## config.mk

```make
export PLATFORM = sky130hd
export DESIGN_NAME = if_fetch_ctrl
export DESIGN_NICKNAME = d
export VERILOG_FILES = /design/src/rtl/if_fetch_ctrl_pkg.sv /design/src/rtl/if_fetch_ctrl.sv
export SDC_FILE = /design/constraint.sdc
export NUM_CORES = 1
export LEC_CHECK = 0
export BUFFER_PORTS_ARGS = -buffer_cell sky130_fd_sc_hd__buf_4
export CAP_MARGIN = 0
export CORE_MARGIN = 4
export CORE_UTILIZATION = 52
export CTS_BUF_LIST = sky130_fd_sc_hd__clkbuf_8
export CTS_CLUSTER_DIAMETER = 40
export CTS_CLUSTER_SIZE = 20
export DETAILED_ROUTE_END_ITERATION = 12
export PLACE_DENSITY = 0.85
export RECOVER_POWER = 25
export SYNTH_ARGS = -nofsm -noshare
export SYNTH_HDL_FRONTEND = slang
export SYNTH_SLANG_ARGS = --single-unit
```

## constraint.sdc

```tcl
create_clock -name clk -period 2.4 [get_ports clk]
set_input_delay 0.48 -clock clk [delete_from_list [all_inputs] [get_ports clk]]
set_output_delay 0.48 -clock clk [all_outputs]
set_load 0.05 [all_outputs]
```

## src/rtl/if_fetch_ctrl_pkg.sv

```systemverilog
// Shared pipeline definitions: reset/stop levels, bus widths and fetch FSM encodings.
package if_fetch_ctrl_pkg;

  localparam logic RST_ENABLE = 1'b1;
  localparam logic STOP       = 1'b1;
  localparam logic NO_STOP    = 1'b0;

  localparam int INST_ADDR_W = 32;
  localparam int INST_W      = 32;
  localparam logic [INST_W-1:0] ZERO_WORD = '0;

  typedef enum logic [1:0] {
    FETCH_IDLE       = 2'd0,
    FETCH_BUSY       = 2'd1,
    FETCH_WAIT_STALL = 2'd2
  } fetch_state_e;

endpackage

```

## src/rtl/if_fetch_ctrl.sv

```systemverilog
// Instruction-fetch sequencer: one outstanding bus request, branch/flush redirect,
// and delivery of instruction/PC pairs to the IF/ID boundary.
module if_fetch_ctrl
  import if_fetch_ctrl_pkg::*;
#(
  parameter int               ADDR_W   = INST_ADDR_W,
  parameter int               DATA_W   = INST_W,
  parameter logic [ADDR_W-1:0] RESET_PC = '0
) (
  input  logic              clk,
  input  logic              rst,
  input  logic [5:0]        stall,
  input  logic              flush,
  input  logic [ADDR_W-1:0] new_pc,
  input  logic              branch_flag,
  input  logic [ADDR_W-1:0] branch_target,
  output logic              ibus_req,
  output logic [ADDR_W-1:0] ibus_addr,
  input  logic              ibus_ack,
  input  logic [DATA_W-1:0] ibus_rdata,
  output logic [DATA_W-1:0] inst_o,
  output logic [ADDR_W-1:0] inst_pc_o,
  output logic              inst_valid_o,
  output logic              stallreq_from_if
);

  fetch_state_e      state, state_nxt;
  logic [ADDR_W-1:0] pc, pc_nxt, pc_val, br_tgt, fl_tgt;
  logic [DATA_W-1:0] inst_buf, deliver_data;
  logic              br_pend, fl_pend, stall_if, deliver, pc_load;

  // The PC stage stall bit is redundant: the PC only moves on delivery.
  logic unused_stall;
  assign unused_stall = ^{stall[5:2], stall[0]};

  assign stall_if = (stall[1] == STOP);
  assign pc_nxt   = br_pend ? br_tgt : pc + ADDR_W'(4);

  assign stallreq_from_if = (state == FETCH_IDLE) || ((state == FETCH_BUSY) && !ibus_ack);

  always_ff @(posedge clk) begin
    if (rst == RST_ENABLE) state <= FETCH_IDLE;
    else                   state <= state_nxt;
  end

  // NOTE: every always_comb output gets a default first, so no path can infer a latch.
  always_comb begin
    state_nxt    = state;
    deliver      = 1'b0;
    deliver_data = inst_buf;
    pc_load      = 1'b0;
    pc_val       = pc_nxt;
    case (state)
      FETCH_IDLE: begin
        if (flush) begin
          pc_load = 1'b1;
          pc_val  = new_pc;
        end else begin
          state_nxt = FETCH_BUSY;
        end
      end
      FETCH_BUSY: begin
        if (ibus_ack) begin
          if (flush || fl_pend) begin
            state_nxt = FETCH_IDLE;
            pc_load   = 1'b1;
            pc_val    = flush ? new_pc : fl_tgt;
          end else if (stall_if) begin
            state_nxt = FETCH_WAIT_STALL;
          end else begin
            state_nxt    = FETCH_IDLE;
            deliver      = 1'b1;
            deliver_data = ibus_rdata;
            pc_load      = 1'b1;
          end
        end
      end
      FETCH_WAIT_STALL: begin
        if (flush) begin
          state_nxt = FETCH_IDLE;
          pc_load   = 1'b1;
          pc_val    = new_pc;
        end else if (!stall_if) begin
          state_nxt = FETCH_IDLE;
          deliver   = 1'b1;
          pc_load   = 1'b1;
        end
      end
      default: state_nxt = FETCH_IDLE;
    endcase
  end

  // NOTE: sequential state uses non-blocking assignments so all registers see pre-edge values.
  always_ff @(posedge clk) begin
    if (rst == RST_ENABLE) begin
      pc           <= RESET_PC;
      br_pend      <= 1'b0;
      fl_pend      <= 1'b0;
      ibus_req     <= 1'b0;
      ibus_addr    <= '0;
      inst_o       <= '0;
      inst_pc_o    <= '0;
      inst_valid_o <= 1'b0;
    end else begin
      if (state == FETCH_IDLE && !flush) begin
        ibus_req  <= 1'b1;
        ibus_addr <= pc;
      end else if (state == FETCH_BUSY && ibus_ack) begin
        ibus_req <= 1'b0;
      end

      if (pc_load) begin
        pc      <= pc_val;
        br_pend <= 1'b0;
      end

      if (state == FETCH_BUSY) begin
        if (ibus_ack)   fl_pend <= 1'b0;
        else if (flush) fl_pend <= 1'b1;
      end

      if (deliver) begin
        inst_o       <= deliver_data;
        inst_pc_o    <= pc;
        inst_valid_o <= 1'b1;
      end else if (flush || !stall_if) begin
        inst_o       <= ZERO_WORD[DATA_W-1:0];
        inst_valid_o <= 1'b0;
      end

      // A redirect arriving together with a PC update must not be lost.
      if (branch_flag) br_pend <= 1'b1;
    end
  end

  // NOTE: pure data holding registers are not reset; their pending/valid flags guard every use.
  always_ff @(posedge clk) begin
    if (branch_flag) br_tgt <= branch_target;
    if (state == FETCH_BUSY && !ibus_ack && flush) fl_tgt <= new_pc;
    if (state == FETCH_BUSY && ibus_ack && !flush && !fl_pend && stall_if) inst_buf <= ibus_rdata;
  end

endmodule

```

After elaboration in Yosys (flattened, before gate mapping)
Index checks and enable logic that the tools add are counted.
Word-level totals
  word-level logic and storage cells: 77
  input port bits: 107
  output and inout port bits: 99
  bits in registers: 230
Operators by class
  mux-type cells: 37
  reduce and logical (&&, ||, !) cells: 22
  add/sub/neg operators: 1
  eq/ne operators: 5
Operators by type and width (count)
  $mux W32: 11
  $pmux W32 S2: 1
  $add A32 B3 Y32 const B: 1
  $mux W1: 16
  $mux W2: 6
  $reduce_bool A2 Y1: 4
  $logic_and A1 B1 Y1: 7
  $pmux W2 S3: 1
  $logic_not A1 Y1: 4
  $ne A2 B2 Y1 const B: 2
  $logic_or A1 B1 Y1: 3
  $ne A3 B3 Y1 const B: 1
  $pmux W1 S3: 1
  $reduce_and A3 Y1: 1
  $eq A2 B1 Y1 const B: 1
  $eq A2 B2 Y1 const B: 1
  $logic_not A2 Y1: 1
  $pmux W1 S2: 1
  $reduce_and A2 Y1: 1
  $reduce_or A2 Y1: 1

Longest topological paths before layout
Gate-level depths: netlist of run 1.
  depth after elaboration: 6
  gate-level depth with buffers: 11
  mapped depth without buffers: 8

Least setup slack after synthesis of run 1
No wires, ideal clock.
  path type: input -> register
  start point: input port flush
  end point: register fl_tgt[0], enable pin
  slack: -0.131 ns
  stages: 5
  arrival time: 2.139 ns
  cell sequence: buf_4 > buf_4 > buf_2 > clkbuf_1 > and3_1
Between the ends
  cells in the longest elaborated chain, start to end: 1
Ends and longest elaborated chain
  from (decl): line if_fetch_ctrl.sv:13  | input logic flush,
  $logic_and A1 B1 Y1: line if_fetch_ctrl.sv:139  | if (state == FETCH_BUSY && !ibus_ack && flush) fl_tgt <= new_pc;
  to (signal assigned): line if_fetch_ctrl.sv:139
  to (decl): line if_fetch_ctrl.sv:28  | logic [ADDR_W-1:0] pc, pc_nxt, pc_val, br_tgt, fl_tgt;
Every way passes these cells.
A chain may end at the register's enable or synchronous reset.

Worst setup path in the final report of run 1
  start point: register state[1]
  end point: output port stallreq_from_if
Between the ends
  cells in the longest elaborated chain, start to end: 3
  elaborated cells on any way between the ends: 4
  those cells by class: eq/ne: 1; reduce/logical: 3
Ends and longest elaborated chain
  from (decl): line if_fetch_ctrl.sv:27  | fetch_state_e state, state_nxt;
  from (signal assigned): line if_fetch_ctrl.sv:43  | else state <= state_nxt;
  $eq A2 B1 Y1: line if_fetch_ctrl.sv:39  | assign stallreq_from_if = (state == FETCH_IDLE) || ((state == FETCH_BUSY) && !ibus_ack);
  $logic_and A1 B1 Y1: line if_fetch_ctrl.sv:39
  $logic_or A1 B1 Y1 *: line if_fetch_ctrl.sv:39
  to (decl): line if_fetch_ctrl.sv:24  | output logic stallreq_from_if
Mark *: on every way between the ends. The rest lies on a longest branch, timed or not.

==> results of run 1 <==
[cells by family after synthesis]
kind of cell	Yosys count
compound gates	294
flops	230
xor+xnor	22
simple gates	443
buf+inv	110
mux	34
fa+ha+maj	5
[where the power goes]
part | total (mW) | internal [mW] | leakage, nW | switching, mW
registers | 4.44 | 4.27 | 1.98 | 0.166
clock network | 3.03 | 1.32 | 0.333 | 1.71
logic | 1.60 | 0.569 | 2.67 | 1.03
[per-layer routing]
metal / vias to the layer above / wire length [um] / GRT usage
li1: 4406 / - / -
met1: 4414 / 12400 / 0.369
met2: 573 / 13900 / 0.410
met3: 83 / 2910 / 0.0501
met4: 0 / 966 / 0.0773
met5: - / 0 / 0
[registers in the layout, indices dropped and copies added (netlist names)]
signal,flops
fl_tgt,32
ibus_req,1
pc,32
inst_buf,32
inst_valid_o,1
fl_pend,1
state,2
inst_o,32
br_pend,1
br_tgt,32
ibus_addr,32
inst_pc_o,32
[final timing paths]
kind | slack (ns) | startpoint | cells past startpoint | end
min | 0.09 | branch_target[7] | 1 | br_tgt[7]
max | 0.10 | state[1] | 6 | stallreq_from_if
min reg2reg | 0.46 | ibus_addr[30] | 2 | ibus_addr[30]
max reg2reg | 0.11 | state[0] | 8 | pc[20]
[critical path, cell delays in order (launching register included)]
cell and delay (ns):
dfxtp_2 0.36, inv_1 0.07, ha_1 0.20, buf_6 0.19, a21oi_2 0.18, inv_1 0.05, buf_4 0.18
[final cells by class]
cell class | count | share of cell area
antenna | 1 | 0.000195
clock buffer | 30 | 0.0322
clock inverter | 26 | 0.0182
inverter | 13 | 0.00380
multi-input combinational | 798 | 0.343
sequential | 230 | 0.434
tap | 265 | 0.0258
timing repair buffer | 255 | 0.143
[cell usage after synthesis (3+ instances only)]
| master | instances |
|---|---|
| nand2_1 | 276 |
| a21oi_1 | 170 |
| dfxtp_1 | 134 |
| edfxtp_1 | 96 |
| nor2_1 | 60 |
| clkbuf_1 | 55 |
| o21ai_0 | 37 |
| buf_2 | 32 |
| mux2i_1 | 31 |
| nand3_1 | 27 |
| nor3_1 | 19 |
| xnor2_1 | 15 |
| nand4_1 | 12 |
| inv_1 | 11 |
| or3_1 | 10 |
| a22oi_1 | 8 |
| a31oi_1 | 8 |
| xor2_1 | 7 |
| a211oi_1 | 5 |
| and2_1 | 5 |
| and3_1 | 5 |
| and4_1 | 5 |
| ha_1 | 5 |
| o211a_1 | 5 |
| o211ai_1 | 5 |
| o21a_1 | 5 |
| o21ai_1 | 5 |
| o22ai_1 | 5 |
| a221oi_1 | 4 |
| buf_1 | 4 |
| nor2b_1 | 4 |
| nor3b_1 | 4 |
| o221ai_1 | 4 |
| a311o_1 | 3 |
| a32oi_1 | 3 |
| buf_6 | 3 |
| mux2_2 | 3 |
| o31a_1 | 3 |
| o32ai_1 | 3 |
[repair_timing]
action	4_1_cts	5_1_grt
endpoints found under the setup margin	1	42
hold buffers	0	0
pin swaps	0	0
resized for setup	2	6
==> impl_metrics.json, run 1 <==
{
  "outcome": "complete, but fails checks",
  "violations": "max-capacitance violations, max-slew violations",
  "floorplan.die_area_um2": 22300,
  "synth_fp_nets": 1250,
  "multiInputGateArea_um2": 4400,
  "maxcap_viol_count": 1,
  "finalNonFillerCells": 1618,
  "io-pin-count": 206,
  "leakage_nw": 4.98,
  "die_x_um": 149,
  "worstHoldPathType": "in2reg",
  "timing.slew.headroom": -0.149,
  "numCtsBuffers": 30,
  "slew_viol_final": 34,
  "yosys-mux-area-fraction": 0.0331,
  "hold_ws_ns": 0.0869,
  "synth_ff_type": "dfxtp_1",
  "final_cell_mix": "nand2_1, a21oi_1, buf_4",
  "syn2layout_area_growth_pct": 23.5,
  "finalSetupTns_ns": 0,
  "clkSlewWorstSetupHoldPaths_ns": 0.10,
  "layout.area.seq_um2": 5570,
  "critical_path_arrival_ns": 1.82,
  "route.detailed.drc": 0,
  "cts_tree": "yes",
  "drt-vias-per-instance": 5.86,
  "timing.setup.critical_path_class": "reg2out",
  "antenna_found_initial": 1,
  "clock_tree.root_cell": "clkbuf_8",
  "pre_cts_slack_ns": 0.0554,
  "timing_hold_violations_final": 0,
  "drive_gt1_frac": 0.218,
  "worst_slack_ns": 0.101,
  "dp.final_hpwl_mm": 20.8,
  "post_synth.cell_area_avg_um2": 9.13,
  "placement.io_buffers": 200,
  "placeableCoreArea_um2": 19600,
  "drt-total-wl_mm": 30.2,
  "initial_standard_cell_utilization_of_the_core": 0.530,
  "postCtsSetupRepairBufs": 0,
  "cts.htree.levels": 1,
  "tightestPinTransition_ns": 1.72,
  "power_per_cell_area_nw_per_um2": 706,
  "synth_seq_area_share": 0.536,
  "maxClockFrequency_mhz": 435,
  "grt_util_all_layers": 0.261,
  "layout.cell_area.non_filler_um2": 12800,
  "worstPathRequired_ns": 1.92,
  "ys_async_sr_fraction": 0,
  "nFillCells": 1560,
  "dp_cells": 1561,
  "maximum_number_of_pins_on_one_net_before_global_route_repair": 127,
  "mappedNetlistArea_um2": 10400,
  "insertion_delay_ns": 0.58,
  "area_fraction_in_compound_gates_after_synthesis": 0.169,
  "min_period_over_period": 0.958,
  "cp-start-kind": "flip-flop",
  "layout_min_cycle_time_ns": 2.30,
  "grt_pass1_wl_mm": 47.1,
  "worst_setup_path_end_kind": "primary output",
  "drt-initial-drc-count": 1006,
  "gp_routability_congestion": 0.962,
  "wl_per_cell_um": 18.7,
  "layout.core_utilization": 0.655,
  "clk_path_buf_depth": 3,
  "die_h_um": 149,
  "synth_top_family_by_area": "simple AND/OR/NAND/NOR gates",
  "post_synth_xor_area_fraction": 0.0185,
  "globalRoute.totalOverflow": 0,
  "peakVddDrop_mv": 0.482,
  "skew_ns": 0.0237,
  "detailroute.via_count": 9476,
  "yosys.cell_types.count": 70,
  "total_power_mw": 9.06,
  "num-nets-final": 1440,
  "synth_top_area_frac": 0.277,
  "crit_fanout": 28,
  "synthDominantAreaCellType": "edfxtp_1",
  "synth_simple_gate_area_frac": 0.191,
  "area_share_of_fa_ha_maj_cells_after_synthesis": 0.00602,
  "number_of_synthesized_flops_with_an_enable_pin": 96,
  "cts_sinks": 230,
  "synth_warnings": 0,
  "layout_commonest_cell": "nand2_1",
  "grt_setup_unrepaired": "false",
  "drtPass1Iterations": 6,
  "post_dp_cell_area_um2": 12300,
  "fp-row-count": 51,
  "post_synth_inst_count": 1138,
  "yosys-top-cells-area": "edfxtp_1, dfxtp_1, nand2_1",
  "finalSetupViolCount": 0,
  "final_antenna_net_count": 0,
  "number_of_global_route_vias_before_repair": 8835,
  "ys_ff_latch": 230
}
(Power assumes the default switching activity.)
==> inputs of run 2 (changes only) <==
--- a/config.mk
+++ b/config.mk
@@ -8,12 +8,12 @@
 export BUFFER_PORTS_ARGS = -buffer_cell sky130_fd_sc_hd__buf_4
 export CAP_MARGIN = 0
 export CORE_MARGIN = 4
-export CORE_UTILIZATION = 52
+export CORE_UTILIZATION = 60
 export CTS_BUF_LIST = sky130_fd_sc_hd__clkbuf_8
 export CTS_CLUSTER_DIAMETER = 40
 export CTS_CLUSTER_SIZE = 20
 export DETAILED_ROUTE_END_ITERATION = 12
-export PLACE_DENSITY = 0.85
+export PLACE_DENSITY = 0.92
 export RECOVER_POWER = 25
 export SYNTH_ARGS = -nofsm -noshare
 export SYNTH_HDL_FRONTEND = slang
==> constraint.sdc (replaced) <==
create_clock -name clk -period 2.9 [get_ports clk]
set_input_delay 0.58 -clock clk [delete_from_list [all_inputs] [get_ports clk]]
set_output_delay 0.58 -clock clk [all_outputs]
set_load 0.05 [all_outputs]
==> run 2 against run 1 <==
  * The flow still finishes with violations (max-capacitance violations, max-slew violations)
  * Die area is 13% lower
  * Non-clock buffer count is 17 lower
  * Via count is 2.2% higher
  * Utilization is 9.2 points higher
  * Hold slack better by 0.12 ns
  * Critical path type unchanged
  * Critical endpoint unchanged
==> impl_metrics.json, run 2 (synthesis results as in run 1) <==
{
  "slowest_delay_ns": 0.41,
  "layout_min_cycle_time_ns": 2.54,
  "drt-total-wl_mm": 30.9,
  "power_per_cell_area_nw_per_um2": 605,
  "floorplan.die_area_um2": 19500,
  "die_x_um": 140,
  "grt_pass1_wl_mm": 48.8,
  "num-nets-final": 1422,
  "cts_tree": "yes",
  "worst_setup_path_end_kind": "primary output",
  "initial_standard_cell_utilization_of_the_core": 0.620,
  "finalSetupViolCount": 0,
  "globalRoute.totalOverflow": 0,
  "path_cells": "inv_1, ha_1, buf_4, a21oi_1, inv_1, buf_4",
  "numCtsBuffers": 29,
  "drt-vias-per-instance": 6.24,
  "skew_ns": 0.0280,
  "min_period_over_period": 0.875,
  "peakVddDrop_mv": 0.469,
  "outcome": "complete, but fails checks",
  "antenna_found_initial": 0,
  "maxClockFrequency_mhz": 394,
  "syn2layout_area_growth_pct": 20.6,
  "placement.io_buffers": 200,
  "fp-row-count": 47,
  "timing_hold_violations_final": 0,
  "violations": "max-capacitance violations, max-slew violations",
  "cts_sinks": 230,
  "tightestPinTransition_ns": 1.74,
  "leakage_nw": 4.87,
  "detailroute.wirelength.met3_mm": 3.63,
  "cts.repair.resized": 0,
  "dp.final_hpwl_mm": 20.4,
  "detailroute.via_count": 9685,
  "final_antenna_net_count": 0,
  "clk_path_buf_depth": 3,
  "num_antenna_cells": 0,
  "gp_routability_congestion": 0.948,
  "worstHoldPathCells": 1,
  "worstPathRequired_ns": 2.32,
  "number_of_global_route_vias_before_repair": 9325,
  "wl_per_cell_um": 19.9,
  "maximum_number_of_pins_on_one_net_before_global_route_repair": 67,
  "timing.slew.headroom": -0.158,
  "cp-start-kind": "flip-flop",
  "finalSetupTns_ns": 0,
  "worst_slack_ns": 0.364,
  "crit_fanout": 12,
  "ff2ff_path_depth": 10,
  "crit_path_top_delay_cell": "dfxtp_1",
  "grt_setup_unrepaired": "false",
  "critical_path_arrival_ns": 1.96,
  "clkSlewWorstSetupHoldPaths_ns": 0.08,
  "placeableCoreArea_um2": 16800,
  "route.detailed.drc": 0,
  "cts.htree.levels": 1,
  "pre_cts_slack_ns": 0.420,
  "drt-initial-drc-count": 1226,
  "worstHoldPathType": "in2reg",
  "wl_met2_mm": 14.1,
  "cts-hold-fix-buffers": 0,
  "timing.setup.critical_path_class": "reg2out",
  "postCtsSetupRepairBufs": 0,
  "insertion_delay_ns": 0.57,
  "layout_commonest_cell": "nand2_1",
  "io-pin-count": 206,
  "clock_tree.root_cell": "clkbuf_8",
  "grt_util_all_layers": 0.302,
  "slew_viol_final": 34,
  "maxcap_viol_count": 1,
  "drive_gt1_frac": 0.197,
  "wl_met1_mm": 11.8,
  "die_h_um": 140,
  "final_cell_mix": "nand2_1, a21oi_1, buf_4",
  "drtPass1Iterations": 7,
  "highest_signal_layer_in_the_routed_design": "met4"
}
-- run 2: cell count changes in the layout (fill, tap and decap cells not counted), sizes merged --
cell / change
buf: -17
inv: -2
clkinvlp: -1
diode: -1
clkinv: -4
clkbuf: +1
bufinv: +3
-- run 2: cell type report --
cell class / count / area, um2
clock inverter: 22 / 239
tap: 220 / 275
timing repair buffer: 238 / 1610
clock buffer: 31 / 427
multi-input combinational: 798 / 4370
sequential: 230 / 5570
fill: 1162 / 4230
inverter: 13 / 48.8
-- run 2: worst max-delay path, delay by kind of cell, from the launching register on --
kind                       cells  cell delay [ns]
adders and majority gates      1             0.23
buffers and inverters          4             0.53
DFF                            1             0.41
AOI/OAI and AO/OA              1             0.22
-- run 2: worst paths after layout --
| path | startpoint | endpoint | slack (ns) |
|---|---|---|---|
| min | branch_target[9] | br_tgt[9] | 0.20 |
| min reg2reg | inst_pc_o[14] | inst_pc_o[14] | 0.46 |
| max reg2reg | state[1] | inst_o[13] | 0.41 |
| max | state[1] | stallreq_from_if | 0.36 |
-- run 2: per-stage QoR --
| stage | hold WS (ns) | instances | cell area, um2 | utilization | power (mW) |
|---|---|---|---|---|---|
| floorplan | 0.454 | 1138 | 10400 | - | 4.50 |
| global placement | 0.443 | 1499 | 12000 | 0.719 | 4.93 |
| detailed placement | 0.447 | 1499 | 12000 | 0.719 | 4.97 |
| CTS | 0.172 | 1552 | 12700 | 0.758 | 7.59 |
| global route | 0.189 | 1552 | 12500 | 0.748 | 7.85 |
| finish | 0.205 | 1552 | 12500 | 0.748 | 7.58 |
-- run 2: metal layers --
layer | track usage | vias up
met5 | 0 | -
met4 | 0.122 | 0
met3 | 0.0566 | 137
li1 | - | 4359
met1 | 0.408 | 4467
met2 | 0.484 | 722
-- run 2: power breakdown --
part	internal [mW]	total, mW	switching [mW]	leakage, nW
Clock	1.33	2.66	1.33	0.351
Combinational	0.419	1.21	0.789	2.54
Sequential	3.53	3.72	0.186	1.98
Total	5.28	7.58	2.30	4.87
